### src/rtl/drive_calc_sched_if.sv
// Request/result bundle for the assist-current sequencer.
// master: sensor-conditioning side (drives the request and snapshot data).
// slave:  the sequencer (returns busy and the target current).
interface drive_calc_sched_if;
    logic        start;
    logic [11:0] avg_torque;
    logic [4:0]  cadence;
    logic        not_pedaling;
    logic [12:0] incline;
    logic [2:0]  scale;
    logic        busy;
    logic [11:0] target_curr;
    logic        curr_vld;

    modport master (
        output start, avg_torque, cadence, not_pedaling, incline, scale,
        input  busy, target_curr, curr_vld
    );

    modport slave (
        input  start, avg_torque, cadence, not_pedaling, incline, scale,
        output busy, target_curr, curr_vld
    );
endinterface

### src/rtl/drive_calc_sched.sv
// drive_calc_sched: multi-cycle assist-current calculation.
// Snapshot -> factor prep -> three passes through one shared multiplier ->
// saturated 12-bit target current with a one-cycle valid strobe.
// Optional feature macro: DRIVE_SCHED_PEND_EN (remember one start that
// arrives while busy and run it as soon as the sequencer is idle again).
module drive_calc_sched (
    input  logic                      clk,
    input  logic                      rst_n,
    drive_calc_sched_if.slave         bus
);
    typedef enum logic [2:0] {IDLE, PREP, MUL1, MUL2, MUL3, DONE} state_t;

    state_t state, state_nxt;

    // snapshot registers
    logic [11:0] snap_torque;
    logic [4:0]  snap_cad;
    logic        snap_np;
    logic [12:0] snap_inc;
    logic [2:0]  snap_scale;

    // registered factors
    logic [8:0]  incline_lim;
    logic [5:0]  cadence_factor;
    logic [11:0] torque_pos;

    // factor combinational values
    logic signed [9:0]  incline_sat;
    logic signed [10:0] incline_factor;
    logic [8:0]         incline_lim_c;
    logic [5:0]         cadence_factor_c;
    logic [11:0]        torque_pos_c;

    // shared multiplier; first operand is 27 bits because the last pass
    // multiplies the full 27-bit result of the cadence pass
    logic [29:0] prod;
    logic [26:0] mul_a;
    logic [8:0]  mul_b;
    logic [35:0] mul_p;

    logic capture;
    logic pending;

`ifdef DRIVE_SCHED_PEND_EN
    // one-deep memory of starts seen while busy
    always_ff @(posedge clk or negedge rst_n) begin
        if (!rst_n)
            pending <= 1'b0;
        else if (capture)
            pending <= 1'b0;
        else if (bus.start && state != IDLE)
            pending <= 1'b1;
    end
`else
    assign pending = 1'b0;
`endif

    assign capture  = (state == IDLE) && (bus.start || pending);
    assign bus.busy = (state != IDLE);

    // state register
    always_ff @(posedge clk or negedge rst_n) begin
        if (!rst_n)
            state <= IDLE;
        else
            state <= state_nxt;
    end

    // fixed-length sequence; only IDLE waits on anything
    always_comb begin
        state_nxt = state;
        case (state)
            IDLE:    if (capture) state_nxt = PREP;
            PREP:    state_nxt = MUL1;
            MUL1:    state_nxt = MUL2;
            MUL2:    state_nxt = MUL3;
            MUL3:    state_nxt = DONE;
            DONE:    state_nxt = IDLE;
            default: state_nxt = IDLE;
        endcase
    end

    // capture the live inputs once per accepted request
    always_ff @(posedge clk or negedge rst_n) begin
        if (!rst_n) begin
            snap_torque <= '0;
            snap_cad    <= '0;
            snap_np     <= 1'b0;
            snap_inc    <= '0;
            snap_scale  <= '0;
        end else if (capture) begin
            snap_torque <= bus.avg_torque;
            snap_cad    <= bus.cadence;
            snap_np     <= bus.not_pedaling;
            snap_inc    <= bus.incline;
            snap_scale  <= bus.scale;
        end
    end

    // factor derivation from the snapshot
    always_comb begin
        if ($signed(snap_inc) > 13'sd511)
            incline_sat = 10'sd511;
        else if ($signed(snap_inc) < -13'sd512)
            incline_sat = -10'sd512;
        else
            incline_sat = $signed(snap_inc[9:0]);

        incline_factor = {incline_sat[9], incline_sat} + 11'sd256;

        if (incline_factor[10])
            incline_lim_c = 9'd0;
        else if (incline_factor[9])
            incline_lim_c = 9'd511;
        else
            incline_lim_c = incline_factor[8:0];

        cadence_factor_c = (snap_cad > 5'd1) ? ({1'b0, snap_cad} + 6'd32) : 6'd0;
        torque_pos_c     = (snap_torque >= 12'h380) ? (snap_torque - 12'h380) : 12'd0;
    end

    // register the factors in PREP
    always_ff @(posedge clk or negedge rst_n) begin
        if (!rst_n) begin
            incline_lim    <= '0;
            cadence_factor <= '0;
            torque_pos     <= '0;
        end else if (state == PREP) begin
            incline_lim    <= incline_lim_c;
            cadence_factor <= cadence_factor_c;
            torque_pos     <= torque_pos_c;
        end
    end

    // operand mux for the single multiplier
    always_comb begin
        mul_a = '0;
        mul_b = '0;
        case (state)
            MUL1: begin
                mul_a = {15'd0, torque_pos};
                mul_b = incline_lim;
            end
            MUL2: begin
                mul_a = prod[26:0];
                mul_b = {3'd0, cadence_factor};
            end
            MUL3: begin
                mul_a = prod[26:0];
                mul_b = {6'd0, snap_scale};
            end
            default: ;
        endcase
    end

    assign mul_p = mul_a * mul_b;

    // accumulate the running product across the three passes
    always_ff @(posedge clk or negedge rst_n) begin
        if (!rst_n)
            prod <= '0;
        else if (state == MUL1 || state == MUL2 || state == MUL3)
            prod <= mul_p[29:0];
    end

    // publish the saturated result with a one-cycle strobe
    always_ff @(posedge clk or negedge rst_n) begin
        if (!rst_n) begin
            bus.target_curr <= '0;
            bus.curr_vld    <= 1'b0;
        end else begin
            bus.curr_vld <= (state == DONE);
            if (state == DONE) begin
                if (snap_np)
                    bus.target_curr <= 12'h000;
                else if (prod[29:27] != 3'd0)
                    bus.target_curr <= 12'hFFF;
                else
                    bus.target_curr <= prod[26:15];
            end
        end
    end
endmodule
### src/flat_wrapper.sv
// flat-port wrapper written by rule: the top's interface ports become plain ports
module drive_calc_sched_flat 
  (clk, rst_n, bus_start, bus_avg_torque, bus_cadence, bus_not_pedaling, bus_incline, bus_scale, bus_busy, bus_target_curr, bus_curr_vld);
  drive_calc_sched_if bus_i ();
  input  logic clk;
  input  logic rst_n;
  input wire logic [$bits(bus_i.start)-1:0] bus_start;
  input wire logic [$bits(bus_i.avg_torque)-1:0] bus_avg_torque;
  input wire logic [$bits(bus_i.cadence)-1:0] bus_cadence;
  input wire logic [$bits(bus_i.not_pedaling)-1:0] bus_not_pedaling;
  input wire logic [$bits(bus_i.incline)-1:0] bus_incline;
  input wire logic [$bits(bus_i.scale)-1:0] bus_scale;
  output wire logic [$bits(bus_i.busy)-1:0] bus_busy;
  output wire logic [$bits(bus_i.target_curr)-1:0] bus_target_curr;
  output wire logic [$bits(bus_i.curr_vld)-1:0] bus_curr_vld;
  assign bus_i.start = bus_start;
  assign bus_i.avg_torque = bus_avg_torque;
  assign bus_i.cadence = bus_cadence;
  assign bus_i.not_pedaling = bus_not_pedaling;
  assign bus_i.incline = bus_incline;
  assign bus_i.scale = bus_scale;
  assign bus_busy = bus_i.busy;
  assign bus_target_curr = bus_i.target_curr;
  assign bus_curr_vld = bus_i.curr_vld;
  drive_calc_sched u_core (.clk(clk), .rst_n(rst_n), .bus(bus_i));
endmodule
### config.mk
export PLATFORM = sky130hd
export DESIGN_NAME = drive_calc_sched_flat
export DESIGN_NICKNAME = d
export VERILOG_FILES = /design/src/rtl/drive_calc_sched_if.sv /design/src/rtl/drive_calc_sched.sv /design/src/flat_wrapper.sv
export SDC_FILE = /design/constraint.sdc
export NUM_CORES = 1
export LEC_CHECK = 0
export ABC_AREA = 1
export BUFFER_PORTS_ARGS = -buffer_cell sky130_fd_sc_hd__buf_2
export CELL_PAD_IN_SITES_DETAIL_PLACEMENT = 0
export CELL_PAD_IN_SITES_GLOBAL_PLACEMENT = 2
export CORE_MARGIN = 3
export CORE_UTILIZATION = 35
export DETAILED_ROUTE_END_ITERATION = 16
export PLACE_DENSITY = 0.84
export SYNTH_ARGS = -nofsm -noshare
export SYNTH_HDL_FRONTEND = slang
export SYNTH_SLANG_ARGS = --single-unit
### constraint.sdc
create_clock -name clk -period 8.47 [get_ports clk]
set_input_delay 1.694 -clock clk [delete_from_list [all_inputs] [get_ports clk]]
set_output_delay 1.694 -clock clk [all_outputs]
set_load 0.01 [all_outputs]
; ---- Yosys cells after proc, flatten, opt, wreduce, memory -nomap -nowiden
; Cells that the tools add are included.
[totals]
elab_cells = 45
output_inout_bits = 14
input_bits = 37
register_bits = 107
[classes]
order_cmp = 4
mux = 12
n_eq_ne = 6
n_addsub = 3
multipliers = 1
reduce_logical = 7
[op_table]
columns = operator, count
row1 = 27-bit one-hot mux with 2 select lines, 1
row2 = 12-bit two-way mux, 3
row3 = 27-bit by 9-bit multiplier with 30-bit output, 1
row4 = 9-bit one-hot mux with 3 select lines, 1
row5 = 10-bit two-way mux, 2
row6 = 9-bit two-way mux, 2
row7 = 3-bit one-hot mux with 5 select lines, 1
row8 = "13-bit by 10-bit > comparator with 1-bit output, second input constant", 1
row9 = "13-bit by 10-bit less-than comparator with 1-bit output, second input constant", 1
row10 = "12-bit by 10-bit >= comparator with 1-bit output, second input constant", 1
row11 = "12-bit by 10-bit subtractor with 12-bit output, second input constant", 1
row12 = "10-bit by 10-bit adder with 11-bit output, second input constant", 1
row13 = "5-bit by 6-bit adder with 6-bit output, second input constant", 1
row14 = "3-bit by 2-bit equality test with 1-bit output, second input constant", 2
row15 = "3-bit equality test, second input constant", 2
row16 = 6-bit two-way mux, 1
row17 = 3-bit nonzero test, 2
row18 = "5-bit by 1-bit > comparator with 1-bit output, second input constant", 1
row19 = "3-bit by 1-bit equality test with 1-bit output, second input constant", 1
row20 = 3-bit zero test, 1
row21 = 3-bit two-way mux, 1
row22 = 1-bit logical OR, 2
row23 = "2-bit by 1-bit inequality test with 1-bit output, second input constant", 1
row24 = 2-bit OR reduction, 1
row25 = 1-bit logical AND, 1

; ---- Depth between registers and ports, before layout
; Gate-level depths: netlist of the first run.
[depth]
ltp_word = 6
ltp_mapped = 29

; ---- Least setup slack after synthesis of the first run
; No wires, ideal clock.
[synth_path]
path_kind = register to register
startpoint = register u_core.state[2]
endpoint = register u_core.prod[23]
t_arrival_ps = 5090
stages_incl_launch_ff = 25
setup_time_ps = 118
path_slack_ps = 3262
path_cell_list = dfrtp_1 -> inv_2 -> nand2_1 -> nor2_4 -> inv_2 -> o211ai_2 -> clkbuf_1 -> nand2_1 -> fa_1 -> inv_1 -> fa_1 -> fa_1 -> inv_1 -> fa_1 -> inv_1 -> ha_1 -> a21oi_1 -> o21ai_0 -> a21oi_1 -> inv_1 -> a21oi_1 -> o21bai_1 -> or2_2 -> nand3_1 -> nand2_1
[synth_via]
elab_chain_len = 4
word_cells_on_any_way = 9
[synth_lines]
columns = item, line
row1 = start: declaration, drive_calc_sched.sv:13  ; state_t state, state_nxt;
row2 = start signal: assignment, drive_calc_sched.sv:66  ; state <= state_nxt;
row3 = 3-bit equality test / 3-bit by 2-bit equality test with 1-bit output (equally long branches), "drive_calc_sched.sv:139, drive_calc_sched.sv:162"
row4 = 2-bit OR reduction (no line), --
row5 = 27-bit one-hot mux with 2 select lines, drive_calc_sched.sv:139  ; case (state)
row6 = 27-bit by 9-bit multiplier with 30-bit output, drive_calc_sched.sv:156  ; assign mul_p = mul_a * mul_b;
row7 = end signal: assignment, drive_calc_sched.sv:163  ; prod <= mul_p[29:0];
row8 = end: declaration, drive_calc_sched.sv:36  ; logic [29:0] prod;
; Several ways; a longest one is shown, not always the timed one.
; A chain may end at the register's enable or synchronous reset.

; ---- Final worst setup path of the first run
[layout_path]
startpoint = register u_core.state[1]
endpoint = register u_core.prod[23]
; Same word-level chain as after synthesis.

==> results of run 1 <==
## layer usage
metal | track usage (%) | share of wire (%) | vias to the layer above | routed length, µm
met5 | 0 | 0 | - | 0
met4 | 6.094 | 2.7 | 0 | 783
met3 | 1.781 | 4.8 | 51 | 1390
met2 | 29.10 | 45 | 236 | 13110
met1 | 26.10 | 47 | 4175 | 13740
li1 | - | - | 4141 | -
## tightest hold or removal path: stages, from the launching register on
cell and delay, ns:
dfrtp_1 0.35, nand2_1 0.05, o21ai_0 0.06
## layout by cell type (no fill, tap or decap), drive strengths merged, types with 3 or more instances in the layout
cell	synthesis	routed
dfrtp	107	107
xnor2	7	7
nor2	165	165
or2	7	7
o22ai	30	30
inv	310	313
a22oi	3	3
o211ai	3	3
nand2	229	229
conb	2	30
nand3	43	43
nand4	9	9
fa	163	163
xor2	10	10
o21bai	6	6
a21oi	51	51
a21o	3	3
a31oi	6	6
mux2	23	23
nor3	10	10
o21ai	60	60
clkbuf	29	9
buf	6	56
ha	41	41
## cell families (layout without fill, tap and decap cells)
kind of cell / after synthesis / in the layout
AOI/OAI and AO/OA: 169 / 169
and+or+nand+nor: 466 / 466
other: 2 / 30
adders and majority gates: 204 / 204
xor gates and xnor gates: 17 / 17
muxes: 23 / 23
buffers and inverters: 346 / 382
DFF: 107 / 107
## where the power goes
part,switching [W],internal (W)
registers,0.000152,0.000753
clock network,0.000204,0.000205
logic,0.00169,0.000811
total,0.00204,0.00177
## cell type report
cell class	instances	area share [%]
clock inverter	6	0.4972
multi-input combinational	909	59.24
inverter	311	9.664
timing repair buffer	56	2.465
clock buffer	9	1.865
sequential	107	22.17
tap	396	4.102
## per-stage QoR
step           setup WS [ns]  instance area (µm²)  total power [W]  util, %
6_report               2.117                12080         0.003813    39.18
5_1_grt                1.769                12080         0.004222    39.18
4_1_cts                2.136                12080         0.003843    39.18
3_5_place_dp           2.165                11790         0.003403    38.25
3_3_place_gp           2.205                11790         0.003402    38.25
2_1_floorplan          3.262                11140         0.002645        -
## registers in the layout (all words and copies together), names as in the netlist
name                    count
u_core.bus.target_curr     12
u_core.state                3
u_core.torque_pos          12
u_core.cadence_factor       6
u_core.incline_lim          9
u_core.snap_cad             5
u_core.snap_torque         12
u_core.snap_np              1
u_core.snap_inc            13
u_core.bus.curr_vld         1
u_core.prod                30
u_core.snap_scale           3
## worst paths after layout
kind	end	slack (ns)	depth (start not counted)
max reg2reg	u_core.prod[23]	2.12	21
min in group asynchronous	u_core.bus.target_curr[7]	1.28	1
min	u_core.prod[12]	0.49	2
max in group asynchronous	u_core.prod[6]	5.87	2
min reg2reg	u_core.prod[12]	0.49	2
max	u_core.prod[23]	2.12	21
==> metrics.txt, run 1 <==
outcome=finished, final reports clean; Mapped Area=11,030 µm²; Synth Area in Adders=34.23%; Crit Path Class=reg2reg; Netlist cell types=43; I/O Buffers=50; mux share of post-synthesis cell area=roughly 2.3%; XOR/XNOR Fraction of Synth Area=1.350%; Routed Antenna Nets=0; sequential-to-total area share from yosys stat=24.27%; non-filler cells, final=1,794; Max VDD drop=0.1724 mV; DRC Markers=0; pin count of the biggest net entering global routing=78; Slew HR=25.05%; Nets=1,635; H-Tree Depth=3; final setup violation count=0; total die area=~34,000 µm²; Slew @ Worst Pin=roughly 1.1 ns; FF-to-FF Start=u_core.state[1]; clock-pin slew on the worst setup and hold paths=0.08 ns; Post-synth top flop=dfrtp_1; routability-driven placement congestion ratio=0.9430; share of the synthesized area in the top cell type=29.58%; Hold Path Origin=u_core.prod[12]; Clock Path Buffers=2; antenna violations before repair=0; Post-Synth Simple-Gate Area=about 17%; Synth area leaders=fa_1, dfrtp_1, inv_1, nand2_1, nor2_1; fraction of layout cells with a size suffix above 1=about 8.7%; Die Ht=approximately 180 µm; RSZ-0062 raised after global routing=false; Post-CTS Resized=0; post-synthesis instance total=roughly 1,300; drt pass-1 iters=5; multi-input logic area=7156 µm²; Critical Path Source=u_core.state[1]; hpwl dp=23.27 mm; CP cell instances=nand2_1 > nand2_1 > nand2_2 > o22ai_1 > inv_1 > nor2_1 > fa_1 > fa_1 > fa_1 > inv_1 > fa_1 > inv_1 > ha_1 > a21oi_1 > o21a_1 > o21ai_0 > a21oi_1 > o21bai_1 > or2_2 > nand3_1 > nand2_1; Startpoint Class=flop; final hold violation count=0; main combinational cell family by area after synthesis=adder cells; max_cap viols=0; grt ovf=0; drt total wl=29.03 mm; Layout area overhead=9.506%; crit path time final=roughly 6.4 ns; Ys Warns=0; asr flop ratio synth=100.0%; DR vias=8,603; crit path max fanout=17; vias in the first global route=between 9,000 and 10,000; Mapped Avg Cell Area=8.269 µm²; Tightest Hold Check Type=reg2reg; Commonest cells post-synth=inv_1, nand2_1, fa_1, nor2_1, dfrtp_1; Clock Latency Late Sink=0.35 ns; cts hold-fix bufs=0; Clock Skews=0.008655 ns; core box area=~31,000 µm²; cell area power density=about 320 nW/µm²; drt first-iter violations=approximately 450; fillcell total=roughly 3,200; CTS Buf Count=9; Crit path max-delay family=adder cells; crit end category=flop; Worst EP arrival=approximately 6.6 ns; clock sinks=about 110; Post-synth EDFFs=0; slowest library cell on the worst path=o22ai_1; CTS tree=done; Slew Viols, Final=0; Boundary Pins=51; period utilization=75.01%; register bit count reported by yosys=107; Fin Setup TNS=0 ns; Initial Utilization=35.78%; CP Data Required Time=8.71 ns; Post-CTS Setup Inserts=0; most frequent cell after synthesis=inv_1; fmax=between 150 and 200 MHz; crit-path max cell delay=0.84 ns; Worst Hold Slack=just under 0.5 ns; most used cell, CP=fa_1; Inserted Diodes=0; Reg area=2678 µm²; Compound-Gate Fraction of Synth Area=8.689%; row count=between 60 and 70; cell taking the most area after synthesis=fa_1; wire length of the first global-routing pass=roughly 50 mm; Die W=183.5 µm; Overall Global Routing Usage=a little under a fifth; Bufs and invs on worst path=3; leakage=6.196 nW; post-DR vias/cell=4.795; drt wl/cell=16.18 µm; placed cell count=1,779; Root Driver=clkbuf_16
Power figures use the tool's default switching activity.
==> run 2: changes to the inputs <==
PLACE_DENSITY = 0.87   (was 0.84)
clock period = 5.74 ns   (was 8.47 ns; I/O delays follow)
==> run 2 against run 1 <==
Against the previous run:
- first-iteration DRC count shrank 1.8%
- sequential power up 47%
- sequential share of layout area down 1.4 points
- critical endpoint unchanged
- critical path type unchanged
- hold slack better by 0.0067 ns
==> metrics.txt, run 2 (synthesis results as in run 1) <==
routability-driven placement congestion ratio=0.8946; crit end category=flop; cell area power density=just under 500 nW/µm²; DRC Markers=0; period utilization=a little over nine tenths; Clock Latency Late Sink=0.36 ns; Bufs and invs on worst path=8; Tightest Hold Check Type=reg2reg; CP Data Required Time=approximately 6 ns; most common cell after layout, fill and taps aside=inv_1; pin count of the biggest net entering global routing=57; hpwl dp=24.05 mm; drt wl/cell=15.58 µm; R2R setup slack=0.25 ns; Layout area overhead=17.12%; Crit path max-delay family=adder cells; Die Ht=approximately 180 µm; Inserted Diodes=0; final hold violation count=0; FF-to-FF Start=u_core.state[2]; crit path max fanout=14; post-DR vias/cell=4.721; Largest regs=u_core.prod: 30 flops, u_core.snap_inc: 13 flops; grt ovf=0; setup slack after layout=around 0.25 ns; Max VDD drop=0.2794 mV; multi-input logic area=7216 µm²; clock-pin slew on the worst setup and hold paths=0.09 ns; CTS Buf Count=9; Clock Skews=0.01472 ns; Boundary Pins=51; Overall Global Routing Usage=18.08%; vias in the first global route=9,273; Worst Hold Slack=0.4931 ns; Startpoint Class=flop; crit path to=u_core.prod[23]; crit path time final=5.486 ns; outcome=finished, final reports clean; Post-DP Area=12,470 µm²; fillcell total=3,136; Initial Utilization=35.78%; most frequent cells in the layout=inv_1, nand2_1, fa_1; Critical Path Source=u_core.state[2]; Top reg by flops=u_core.prod; drt first-iter violations=440; I/O Buffers=50; Routed Antenna Nets=0; CTS tree=done; fraction of layout cells with a size suffix above 1=between 10% and 20%; Design Power=0.006251 W; max_cap viols=0; final setup violation count=0; Slew @ Worst Pin=0.9597 ns; Worst Reg2Reg Path Length in Cells=26; Die W=183.5 µm; drt total wl=around 30 mm; drt pass-1 iters=4; row count=64; Nets=1,725; core box area=approximately 30,000 µm²; crit-path max cell delay=0.54 ns; Crit Path Class=reg2reg; cell area after layout=12,920 µm²; RR Endpoint=u_core.prod[23]; Core Util, Final=between 40% and 50%; Slew HR=a little over a third; Root Driver=clkbuf_16; number of flip-flops in the largest register=30; DR vias=a little under 9,000; Worst path depth=26; antenna violations before repair=0; Clock Path Buffers=2; Slew Viols, Final=0; fmax=around 180 MHz; wire length of the first global-routing pass=48.86 mm; total die area=about 34,000 µm²; clock sinks=approximately 110; Place WS=-0.1187 ns; Reg area=2681 µm²; Hold Path Origin=u_core.prod[29]; H-Tree Depth=3; slowest library cell on the worst path=fa_1; leakage=6.678 nW; Worst EP arrival=5.73 ns
run 2: cell count changes in the layout (fill, tap and decap cells not counted), moves of 2 or more:
| cell | before | now |
|---|---|---|
| ha_1 | 41 | 39 |
| a21oi_1 | 51 | 44 |
| buf_12 | 0 | 7 |
| dfrtp_1 | 107 | 104 |
| dfrtp_2 | 0 | 3 |
| o21ai_0 | 56 | 51 |
| a21oi_2 | 0 | 7 |
| buf_4 | 7 | 90 |
| o21ai_1 | 4 | 8 |
run 2: repair_timing:
item	CTS	global route
setup buffers	3	7
pin swaps	0	5
gates resized for setup	0	24
hold buffers	0	0
cloned	0	0
setup endpoints to repair	6	14
run 2: per-layer routing:
metal	track usage, %	routed length (µm)	up-vias
li1	-	-	4316
met1	27.20	14540	4409
met2	29.45	13660	155
met3	1.088	923	19
met4	3.016	249	0
met5	0	0	-
run 2: per-stage QoR:
| step | TNS [ns] | std cells |
|---|---|---|
| 2_1_floorplan | 0 | 1362 |
| 3_3_place_gp | -0.04716 | 1859 |
| 3_5_place_dp | -0.1248 | 1859 |
| 4_1_cts | 0 | 1878 |
| 5_1_grt | -0.01398 | 1885 |
| 6_report | 0 | 1885 |
run 2: cell type report:
type	instances	share of cell area, %
sequential	107	20.76
inverter	311	9.075
tap	396	3.835
timing repair buffer	146	8.213
multi-input combinational	909	55.85
clock inverter	7	0.5230
clock buffer	9	1.743
run 2: worst min-delay path: stages, from the launching register on:
cell and delay (ns):
dfrtp_1 0.36, nand2_1 0.06, nand2_1 0.05
run 2: power by group:
part | internal (W) | switching (W)
registers | 0.00111 | 0.000222
logic | 0.00169 | 0.00260
clock network | 0.000306 | 0.000318
run 2: how the worst min path moves through the flow:
stage | to | slack [ns] | cells after the start
floorplan | u_core.cadence_factor[5] | 0.45 | 2
global placement | u_core.prod[11] | 0.47 | 2
detailed placement | u_core.prod[11] | 0.48 | 2
CTS | u_core.prod[10] | 0.50 | 2
global route | u_core.prod[7] | 0.53 | 2
finish | u_core.prod[29] | 0.49 | 2
==> run 3: changes to the inputs <==
BUFFER_PORTS_ARGS = -buffer_cell sky130_fd_sc_hd__buf_4   (was -buffer_cell sky130_fd_sc_hd__buf_2)
PLACE_DENSITY = unset   (was 0.87)
PLACE_DENSITY_LB_ADDON = 0.1   (was unset)
==> run 3 against run 2 <==
Against the previous run:
- hold slack got worse by 0.0010 ns
- cell area increased by 5.3%
- largest cell class unchanged
- clock power increased by 1%
- count of clock-buffer cells in the layout unchanged
- die area unchanged
- total power increased by 9.2%
- cell count increased by 2.0%
- first-iteration DRC count decreased by 15%
- clock skew decreased by 0.0035 ns
==> metrics.txt, run 3 (synthesis results as in run 1) <==
total die area=33,680 µm²; Initial Utilization=35.78%; Die Ht=183.5 µm; period utilization=96.41%; hpwl dp=26.50 mm; Post-DP Area=12,820 µm²; drt total wl=32.43 mm; outcome=finished, final reports clean; CTS tree=done; pin count of the biggest net entering global routing=a little under 70; DRC Markers=0; Slew HR=35.56%; Crit Path Class=reg2reg; Clock Path Buffers=2; H-Tree Depth=3; Nets=1,762; Max VDD drop=between 0.2 and 0.25 mV; Largest regs=u_core.prod: 30 flops, u_core.snap_inc: 13 flops; Boundary Pins=51; routability-driven placement congestion ratio=0.8719; Inserted Diodes=0; drt wl/cell=around 17 µm; crit path time final=5.534 ns; R2R setup slack=0.21 ns; Routed Antenna Nets=0; Slew Viols, Final=0; number of flip-flops in the largest register=30; non-filler cells, final=approximately 1,900; drt first-iter violations=372; antenna violations before repair=0; clock-pin slew on the worst setup and hold paths=about 0.080 ns; row count=64; Slew @ Worst Pin=0.9656 ns; wire length of the first global-routing pass=52.28 mm; most frequent cells in the layout=inv_1, nand2_1, buf_4; cts hold-fix bufs=0; slowest library cell on the worst path=fa_1; Clock Latency Late Sink=0.35 ns; crit end category=flop; Worst Reg2Reg Path Length in Cells=28; most common cell after layout, fill and taps aside=inv_1; Worst Hold Slack=0.4920 ns; RSZ-0062 raised after global routing=true; I/O Buffers=50; Root Driver=clkbuf_16; leakage=6.935 nW; CP Data Required Time=~6.0 ns; vias in the first global route=between 9,000 and 10,000; final hold violation count=0; Overall Global Routing Usage=approximately 20%; clock sinks=107; Layout area overhead=23.30%; fmax=180.7 MHz; grt ovf=0; CTS Buf Count=9; Critical Path Source=u_core.state[2]; cell area after layout=13,600 µm²; Top reg by flops=u_core.prod; crit path to=u_core.prod[24]; Die W=around 180 µm; crit path max fanout=7; core box area=30,830 µm²; final setup violation count=0; Worst EP arrival=5.78 ns; RR Endpoint=u_core.prod[24]; placed cell count=1,889; max_cap viols=0; FF-to-FF Start=u_core.state[2]; DR vias=8,877; Clock Skews=0.01122 ns; crit-path max cell delay=0.54 ns; cell area power density=between 500 and 600 nW/µm²; Tightest Hold Check Type=reg2reg; post-DR vias/cell=around 4.6; drt pass-1 iters=5; Startpoint Class=flop; most used cell, CP=nand2_1; fraction of layout cells with a size suffix above 1=19.59%
## run 3: cell types whose count changed in the layout (fill, tap and decap cells not counted), sizes merged
cell,delta
buf,+34
clkbuf,+2
clkinv,+1
clkinvlp,-1
inv,+1
## run 3: worst min-delay path by stage
stage                              from                        to  slack (ns)  cells after the start
2_1_floorplan  u_core.cadence_factor[5]  u_core.cadence_factor[5]        0.45                      2
5_1_grt           u_core.snap_torque[4]     u_core.snap_torque[4]        0.53                      1
6_report                u_core.prod[11]           u_core.prod[11]        0.49                      2
4_1_cts                 u_core.prod[11]           u_core.prod[11]        0.49                      2
3_5_place_dp            u_core.prod[11]           u_core.prod[11]        0.48                      2
3_3_place_gp            u_core.prod[12]           u_core.prod[12]        0.47                      2
## run 3: layout make-up
| cell class | count | area (µm²) |
|---|---|---|
| clock inverter | 7 | 75.07 |
| tap | 396 | 495.5 |
| timing repair buffer | 182 | 1529 |
| clock buffer | 9 | 225.2 |
| timing repair inverter | 1 | 6.256 |
| fill | 3157 | 17230 |
| sequential | 107 | 2680 |
| multi-input combinational | 909 | 7415 |
| inverter | 311 | 1175 |
## run 3: report_power, final
part | switching [W] | internal [W] | total (W)
combinational | 0.00286 | 0.00199 | 0.00485
sequential | 0.000227 | 0.00111 | 0.00134
clock | 0.000322 | 0.000310 | 0.000633
## run 3: through the flow
| stage | worst slack (ns) | power, W | util (%) | setup TNS [ns] |
|---|---|---|---|---|
| after floorplan | 0.5321 | 0.003902 | - | 0 |
| after global placement | -0.003578 | 0.005828 | 41.57 | -0.003578 |
| after detailed placement | -0.06890 | 0.005816 | 41.57 | -0.1336 |
| after CTS | 0.01810 | 0.006527 | 42.65 | 0 |
| after global routing | -0.06172 | 0.007512 | 44.12 | -0.2093 |
| final | 0.2063 | 0.006826 | 44.12 | 0 |
## run 3: what timing repair did
action                                  CTS  global route
setup buffers                             2            12
resized for setup                         1            74
endpoints found under the setup margin    5            17
cloned                                    0             3
pin swaps                                 0            11
## run 3: layer usage
metal | wire [µm] | vias up | global-route usage [%]
met5 | 0 | - | 0
met4 | 250 | 0 | 3.748
met3 | 794 | 19 | 1.207
met2 | 14480 | 144 | 30.70
met1 | 16900 | 4313 | 31.06
li1 | - | 4401 | -
## run 3: critical path, delay by kind of cell (launching register included)
family	cells	cell delay (ns)
flip-flops	1	0.45
AO/OA/AOI/OAI	2	0.33
AND/OR/NAND/NOR	13	1.53
adder cells (fa/ha/maj)	5	2.36
buffers and inverters	8	0.76
